[src/rtl/rate_sequencer.sv]
// rate_sequencer: run/pause and four-level rate divider driving a 1-cycle tick enable.
// Define RATE_SEQ_STEP_EN to enable single-step ticks from step_btn while paused.
module rate_sequencer #(
  parameter int CNT_W     = 23,
  parameter int DIV_SLOW  = 8,
  parameter int DIV_MED   = 4,
  parameter int DIV_FAST  = 2,
  parameter int DIV_TURBO = 1
) (
  input  logic       clk,
  input  logic       nrst,
  input  logic       speed_btn,
  input  logic       pause_btn,
  input  logic       step_btn,
  output logic       tick,
  output logic [1:0] level,
  output logic       running,
  output logic       wrap
);

  // state | meaning
  // RUN   | divider advancing, tick fires at terminal count
  // PAUSE | divider held, tick only from a single-step press
  typedef enum logic {RUN, PAUSE} state_t;

  // A ratio of 0 behaves as 1 so the divider never stalls.
  localparam int D_SLOW  = (DIV_SLOW  == 0) ? 1 : DIV_SLOW;
  localparam int D_MED   = (DIV_MED   == 0) ? 1 : DIV_MED;
  localparam int D_FAST  = (DIV_FAST  == 0) ? 1 : DIV_FAST;
  localparam int D_TURBO = (DIV_TURBO == 0) ? 1 : DIV_TURBO;

  state_t state, state_nxt;

  logic speed_s1, speed_s2, speed_s2_d;
  logic pause_s1, pause_s2, pause_s2_d;
  logic speed_press, pause_press, step_press;

  logic [CNT_W-1:0] count, count_nxt, div_m1;

  always_ff @(posedge clk or negedge nrst) begin
    if (!nrst) begin
      speed_s1   <= 1'b0;
      speed_s2   <= 1'b0;
      speed_s2_d <= 1'b0;
      pause_s1   <= 1'b0;
      pause_s2   <= 1'b0;
      pause_s2_d <= 1'b0;
    end else begin
      speed_s1   <= speed_btn;
      speed_s2   <= speed_s1;
      speed_s2_d <= speed_s2;
      pause_s1   <= pause_btn;
      pause_s2   <= pause_s1;
      pause_s2_d <= pause_s2;
    end
  end

  assign speed_press = speed_s2 & ~speed_s2_d;
  assign pause_press = pause_s2 & ~pause_s2_d;

`ifdef RATE_SEQ_STEP_EN
  logic step_s1, step_s2, step_s2_d;

  always_ff @(posedge clk or negedge nrst) begin
    if (!nrst) begin
      step_s1   <= 1'b0;
      step_s2   <= 1'b0;
      step_s2_d <= 1'b0;
    end else begin
      step_s1   <= step_btn;
      step_s2   <= step_s1;
      step_s2_d <= step_s2;
    end
  end

  assign step_press = step_s2 & ~step_s2_d;
`else
  logic unused_step;
  assign unused_step = step_btn;
  assign step_press  = 1'b0;
`endif

  always_comb begin
    div_m1 = '0;
    case (level)
      2'd0:    div_m1 = CNT_W'(D_SLOW - 1);
      2'd1:    div_m1 = CNT_W'(D_MED - 1);
      2'd2:    div_m1 = CNT_W'(D_FAST - 1);
      default: div_m1 = CNT_W'(D_TURBO - 1);
    endcase
  end

  // A speed press restarts the divider and suppresses the tick, overriding step.
  always_comb begin
    state_nxt = state;
    count_nxt = count;
    tick      = 1'b0;
    if (pause_press) state_nxt = (state == RUN) ? PAUSE : RUN;
    if (speed_press) begin
      count_nxt = '0;
    end else if (state == RUN) begin
      if (count >= div_m1) begin
        tick      = 1'b1;
        count_nxt = '0;
      end else begin
        count_nxt = count + 1'b1;
      end
    end else if (step_press) begin
      tick      = 1'b1;
      count_nxt = '0;
    end
  end

  always_ff @(posedge clk or negedge nrst) begin
    if (!nrst) begin
      state <= RUN;
      count <= '0;
      level <= 2'd0;
      wrap  <= 1'b0;
    end else begin
      state <= state_nxt;
      count <= count_nxt;
      wrap  <= speed_press && (level == 2'd3);
      if (speed_press) level <= level + 2'd1;
    end
  end

  assign running = (state == RUN);

endmodule

[config.mk]
export PLATFORM = sky130hd
export DESIGN_NAME = rate_sequencer
export DESIGN_NICKNAME = d
export VERILOG_FILES = /design/src/rtl/rate_sequencer.sv
export SDC_FILE = /design/constraint.sdc
export NUM_CORES = 1
export LEC_CHECK = 0
export CAP_MARGIN = 20
export CORE_ASPECT_RATIO = 1.25
export CORE_MARGIN = 3
export CORE_UTILIZATION = 43
export DETAILED_ROUTE_END_ITERATION = 8
export GPL_TIMING_DRIVEN = 0
export PLACE_DENSITY = 0.58
export REMOVE_ABC_BUFFERS = 1
export SLEW_MARGIN = 10
export SYNTH_ARGS = -nofsm -noshare
export SYNTH_HDL_FRONTEND = slang
export SYNTH_SLANG_ARGS = --single-unit
[constraint.sdc]
create_clock -name clk -period 2.91 [get_ports clk]
set_clock_uncertainty 0.05 [all_clocks]
set_input_delay 0.582 -clock clk [delete_from_list [all_inputs] [get_ports clk]]
set_output_delay 0.582 -clock clk [all_outputs]
set_load 0.01 [all_outputs]
Word level (Yosys, flattened, before mapping):

Index checks and enable logic that the tools add are counted.

* word-level logic and storage cells: 32
* register bits after elaboration: 33

* reduce and logical (&&, ||, !) cells: 2
* equal/unequal tests: 4
* bitwise gates (word level): 5
* $lt $le $gt $ge: 1
* multiplexer cells: 8
* add/sub/neg operators: 2

Operators by type and width (number)
* 23-bit two-way mux: 3
* 23-bit by 1-bit adder with 23-bit output, second input constant: 1
* 23-bit >= comparator: 1
* 3-bit case mux with 3 select lines: 1
* 2-bit equality test, second input constant: 2
* 1-bit two-way mux: 4
* 1-bit NOT: 3
* 2-bit by 1-bit adder with 2-bit output, second input constant: 1
* 1-bit AND: 2
* 2-bit by 1-bit equality test with 1-bit output, second input constant: 1
* 2-bit logical NOT: 1
* 2-bit by 1-bit inequality test with 1-bit output, second input constant: 1
* 1-bit logical AND: 1

Logic depth before layout (Yosys ltp):

Gate-level depths: netlist of the first run.

* depth after elaboration: 6
* depth in mapped cells: 9
* gate-level depth less buffers: 8

Least setup slack after synthesis of the first run:

Ideal clock, no wire load.

* path kind: reg-to-output
* start point: reg level[0]
* end point: out tick
* arrival time: 1.771 ns
* cell stages (with the launch flop): 9
* data required time: 2.278 ns
* slack: 0.507 ns
* path through: dfrtp_1 inv_1 ha_1 inv_1 ha_1 a211oi_1 and4_1 a41oi_2 and2_1

* longest elaborated chain between the ends: 6
* elaborated cells between the ends (all ways): 8
* those cells by class: 1 x order compare; 2 x eq/ne; 4 x mux; 1 x reduce/logical

Ends and longest elaborated chain
* start: declaration: line 16 `output logic [1:0] level,`
* start signal: assignment: line 124 `if (speed_press) level <= level + 2'd1;`
* 2-bit equality test (tied with other cells): line 85 `case (level)`
* 3-bit case mux with 3 select lines (*): line 85
* 23-bit >= comparator (*): line 102 `if (count >= div_m1) begin`
* 1-bit two-way mux (*): line 102
* 1-bit two-way mux (*): line 101 `end else if (state == RUN) begin`
* 1-bit two-way mux (*): line 99 `if (speed_press) begin`
* end: declaration: line 15 `output logic tick,`

Every way passes the cells marked *; elsewhere a longest branch is shown, timed or not.

Final worst setup path of the first run:

Ends and elaborated chain as after synthesis.

==> summary.txt, run 1 <==
Logic synthesis
  – Synth top area share: 0.5288
  – Adder-cell share of the synthesized area: 0.05609
  – Leading area contributor after synthesis: dfrtp_1
  – Largest family of logic cells by synthesized area: simple AND/OR/NAND/NOR gates
  – Register area share after synthesis: 0.5288
  – Mux contribution to synthesized area: 0.007212
  – FFs w/ async S/R, synth: 1.000
  – Unique masters post-synth: 42
  – Top_reg_cell synth: dfrtp_1
  – Synth area leaders: dfrtp_1 (53%), ha_1 (5.6%), nor3_2 (5.1%), and3_1 (3.6%), inv_1 (1.7%)
  – Synthesis Warnings: 0
  – Synth Area in Compound Gates: 0.1258
  – Synthesized cell area: approximately 1600 sq um
  – Cells after Synth: around 130
  – Xor/xnor share of the synthesized area: 0.02244
  – Number of synthesized register bits: 33
  – Post-Synth Simple-Gate Area: 0.2204
  – EDFF count, synth: 0
  – Syn Area/Cell: roughly 12 sq um

Finish
  – Fraction of layout cells with a size suffix above 1: 0.2535
  – Antenna Cells: 0
  – Area Growth Syn to Fin: 15.06%
  – Post-Layout Cell Count: approximately 180
  – Fin nets: 154

Clock network
  – TritonCTS clock tree: built
  – Worst skew pair latency: 0.28 ns
  – Hold Buf Count CTS: 0
  – Clock Path Buffers: 2
  – CTS sink cnt: 33
  – Max H-tree Level: 2
  – TritonCTS buffer count: 5
  – CTS root buffer: clkbuf_8
  – Clock slew at reported path FFs: 0.06 ns

Flow run
  – Max-Cap Viols: 0

STA
  – Setup ws final: between 0.1 and 0.15 ns
  – Final hold viol count: 0
  – Slew margin rel.: 0.2966
  – Post-layout min period: around 2.8 ns
  – Max frequency: 0.3616 GHz
  – Actual slew at the worst max-slew pin: between 1 and 1.5 ns
  – TNS Setup: 0 ns
  – Fin. max-slew vios: 0
  – Final setup vio count: 0
  – RSZ-0062 raised after global routing: no
  – Final worst-path cycle share: 0.9503

Setup path
  – WP data arrival: 2.13 ns
  – Crit path required time: 2.28 ns
  – Max FO, Critical Path: 2
  – Critical path capture point type: output pin
  – CP startpoint kind: flip-flop
  – CP Class: flip-flop to output pin

Worst hold path
  – Hold Path Class: flip-flop to flip-flop

Floorplan
  – Die Y: 73.38 microns
  – IO Count: 10
  – Area of the core: about 3300 sq um
  – Initial core utilization: 0.4678
  – Die area: 4395 sq um
  – Die X: 59.90 microns
  – FP Rows: 23

Global route
  – Initial antenna violation count: 0
  – Tot GR Track Use: 0.1688
  – Total congestion overflow: 0
  – Pin count of the biggest net entering global routing: 34
  – Vias in the first global route: 1102
  – First-pass GRT wire length: 5368 microns

Place
  – Cell Count Post-Placement: 169
  – Dpl hpwl: 2027 microns
  – PortBufs: 8
  – GP Congestion: 0.7623
  – Dpl ws: -0.4877 ns

Routing
  – Total number of vias: 1042
  – Routed wire length: 3019 microns
  – Vias per cell: 5.821
  – Drt pass-1 iters: 4
  – Drt initial violations: 35
  – Post-route ant nets: 0
  – Residual DRC: 0
  – Routed len/inst: 16.87 microns

Pwr
  – Worst vdd ir: between 0.0005 and 0.0006 V
  – Total power draw: 1.359 mW
  – Leakage: 0.8414 nW
  – Cell Pwr Density: 756.2 nW/um^2

Outcome
  – Status: complete, no violations
kinds of logic after synthesis:
family	after synthesis
xor gates and xnor gates	4
buffers and inverters	12
adders and majority gates	7
and+or+nand+nor	48
muxes	1
AOI/OAI and AO/OA	23
DFF	33
report_power, final:
part	total, mW	switching [mW]	internal, mW
combinational	0.466	0.250	0.216
clock	0.336	0.149	0.187
sequential	0.556	0.0551	0.501
sequential cells by signal, summed over array words and instances (netlist names):
name        cells
speed_s2        1
count          23
pause_s2        1
pause_s2_d      1
level           2
speed_s1        1
state           1
wrap            1
speed_s2_d      1
pause_s1        1
synth_stat cells, types with 3 or more instances:
cell type / instances
nor3_2: 8
and3_1: 9
and4_1: 3
and2_1: 3
o21ai_0: 4
nand2_1: 4
nand4_1: 4
nor4_1: 3
inv_1: 7
dfrtp_1: 33
a211oi_1: 3
xnor2_1: 3
ha_1: 7
worst max-delay path, stage by stage (launching register included):
cell	delay, ns
dfrtp_1	0.39
inv_2	0.07
ha_1	0.16
inv_2	0.05
ha_4	0.22
a211oi_4	0.24
and4_4	0.26
a41oi_4	0.14
and2_4	0.20
clkbuf_2	0.12
stage by stage:
step | hold slack, ns | utilization | instance area (sq um)
after detailed placement | 0.2918 | 0.4948 | 1652
after global routing | 0.3141 | 0.5382 | 1797
final | 0.2992 | 0.5382 | 1797
after CTS | 0.3055 | 0.5356 | 1788
after floorplan | 0.2364 | - | 1530
after global placement | 0.2866 | 0.4963 | 1657
worst paths after layout:
path	start	endpoint	slack, ns	cells after the start
min	pause_s1	pause_s2	0.30	0
max reg2reg	speed_s2	count[11]	0.63	4
min reg2reg	pause_s1	pause_s2	0.30	0
max in group asynchronous	nrst	count[16]	2.03	1
max	level[0]	tick	0.14	9
min in group asynchronous	nrst	wrap	0.31	1
layout make-up:
class / count / area (sq um)
Fill cell: 298 / 1541
Sequential cell: 33 / 825.8
Multi-Input combinational cell: 83 / 715.7
Timing Repair Buffer: 11 / 92.59
Clock buffer: 7 / 86.33
Tap cell: 37 / 46.29
Inverter: 8 / 30.03
timing repair:
| action | 4_1_cts | 5_1_grt |
|---|---|---|
| pin swaps | 4 | 1 |
| resized for setup | 6 | 5 |
| endpoints found under the setup margin | 1 | 1 |
| setup buffers | 3 | 0 |
metal layers:
layer,part of all wire,track usage,vias to the layer above
met5,0,0,-
li1,-,-,503
met2,0.48,0.2464,16
met3,0.037,0.06854,6
met1,0.47,0.2181,517
met4,0.021,0.07389,0
cells in the final DEF (no fill, tap or decap), types with 3 or more instances in the layout:
master	instances
clkbuf_8	6
dfrtp_1	33
ha_1	6
nand4_1	4
o21ai_0	4
and3_1	9
inv_2	3
inv_1	5
nand2_1	4
buf_4	3
nor3_2	8
nor4_1	3
clkdlybuf4s50_1	6
xnor2_1	3
(Power assumes the default switching activity.)
==> run 2: changes to the inputs <==
Settings changed: TNS_END_PERCENT set to 50.
==> results of run 2 <==
Same layout as run 1: the final DEF is identical, and so are final timing and power.
==> run 3: changes to the inputs <==
Settings changed: GPL_TIMING_DRIVEN 0 to unset, REMOVE_ABC_BUFFERS 1 to unset.
==> summary.txt, run 3 (synthesized netlist as in run 1, its figures left out) <==
Routing
  – Drt pass-1 iters: 4
  – Residual DRC: 0
  – Total number of vias: 1049
  – Post-route ant nets: 0
  – Drt initial violations: 47
  – Routed len/inst: 16.20 microns
  – Routed wire length: 2980 microns
  – Vias per cell: 5.701

STA
  – Max frequency: approximately 0.36 GHz
  – Slew margin rel.: 0.6954
  – Final setup vio count: 0
  – Actual slew at the worst max-slew pin: 0.4527 ns
  – Fin. max-slew vios: 0
  – RSZ-0062 raised after global routing: no
  – Final worst-path cycle share: 0.9569
  – Post-layout min period: around 2.8 ns
  – TNS Setup: 0 ns
  – Final hold viol count: 0

Global route
  – Tot GR Track Use: 0.1534
  – Initial antenna violation count: 0
  – Grt met1 use: 0.1935
  – Pin count of the biggest net entering global routing: 34
  – Routing usage on met2: 0.2440
  – Gr busiest metal: met2
  – Vias in the first global route: 1066
  – Met3 Resource Use GR: 0.04569
  – First-pass GRT wire length: slightly above 5000 microns
  – Total congestion overflow: 0

Floorplan
  – IO Count: 10
  – Die Y: 73.38 microns
  – FP Rows: 23
  – Die X: 59.90 microns
  – Die area: 4395 sq um
  – Area of the core: 3338 sq um
  – Initial core utilization: 0.4678

Finish
  – Commonest cells after routing, fill and taps aside: dfrtp_1 (33), and3_1 (9), nor3_2 (8)
  – Fraction of layout cells with a size suffix above 1: 0.2585
  – Area Growth Syn to Fin: 18.19%
  – Antenna Cells: 0
  – Largest regs: count: 23 flops, level: 2 flops
  – Fin nets: 158
  – Final instance area: 1846 sq um
  – Max FFs per register: 23
  – Reg with most FFs: count
  – Commonest non-fill, non-tap cell in the layout: dfrtp_1

Setup path
  – Max FO, Critical Path: 2
  – Worst R2R Start: level[0]
  – Setup crit start: level[0]
  – Reg2Reg Setup Slack: 0.79 ns
  – CP Class: flip-flop to output pin
  – Reg2reg end: count[3]
  – Crit path required time: roughly 2.3 ns
  – Critical path capture point type: output pin
  – CP startpoint kind: flip-flop
  – WP data arrival: 2.15 ns
  – Reg2Reg Depth: 9

Place
  – Placed cell area: approximately 1700 sq um
  – GP Congestion: 0.7795
  – Dpl hpwl: 2043 microns
  – PortBufs: 8

Clock network
  – Max H-tree Level: 2
  – Worst skew pair latency: roughly 0.28 ns
  – Clock slew at reported path FFs: roughly 0.06 ns
  – CTS sink cnt: 33
  – Hold Buf Count CTS: 0
  – CTS root buffer: clkbuf_8
  – Clock Path Buffers: 2
  – TritonCTS buffer count: 5
  – TritonCTS clock tree: built

Pwr
  – Leakage: 0.8634 nW
  – Cell Pwr Density: 781.2 nW/um^2
  – Total power draw: 1.442 mW
  – Worst vdd ir: approximately 0.00066 V

Worst hold path
  – Hold wc startpoint: pause_s1
  – Hold Path Class: flip-flop to flip-flop
  – Hold endpoint: pause_s2
  – Hold path depth: 0

Logic synthesis
  – Syn Nets: 140

Outcome
  – Status: complete, no violations

Flow run
  – Max-Cap Viols: 0
-- run 3: area by class of cell --
class                      count  area, sq um
clock buffer                   7        86.33
inverter                       8        30.03
tap                           37        46.29
fill                         312         1493
sequential                    33        825.8
timing repair buffer          15        132.6
clock inverter                 1        30.03
multi-input combinational     83        694.4
-- run 3: how the worst max path moves through the flow --
stage	depth (start not counted)	slack [ns]	end
3_5_place_dp	9	0.07	tick
2_1_floorplan	8	0.51	tick
6_report	9	0.13	tick
4_1_cts	9	0.01	tick
5_1_grt	9	0.01	tick
3_3_place_gp	9	0.09	tick
-- run 3: power by group --
| part | internal (mW) | switching [mW] |
|---|---|---|
| logic | 0.211 | 0.240 |
| clock network | 0.279 | 0.164 |
| registers | 0.501 | 0.0453 |
| total | 0.992 | 0.450 |
-- run 3: metrics by stage --
stage	util	worst slack, ns	hold WS, ns	std cells
2_1_floorplan	-	0.5074	0.2364	128
3_3_place_gp	0.5097	0.09126	0.2878	175
3_5_place_dp	0.5097	0.07044	0.2871	175
4_1_cts	0.5457	0.01282	0.3018	183
5_1_grt	0.5528	0.01041	0.3172	184
6_report	0.5528	0.1254	0.2993	184
-- run 3: repair_timing --
action	CTS	global route
pin swaps	0	2
resized for setup	2	5
endpoints found under the setup margin	1	1
setup buffers	0	1
-- run 3: routing by layer --
layer / vias to the layer above / wire [microns]
li1: 511 / -
met1: 517 / 1403
met2: 14 / 1444
met3: 7 / 84
met4: 0 / 48
met5: - / 0
-- run 3: critical path, cell delays in order, from the launching register on --
cell and delay [ns]:
dfrtp_1 0.38, inv_2 0.07, ha_2 0.17, inv_2 0.04
ha_4 0.21, a211oi_2 0.25, and4_1 0.24, a41oi_2 0.11
and2_1 0.17, clkdlybuf4s15_1 0.22
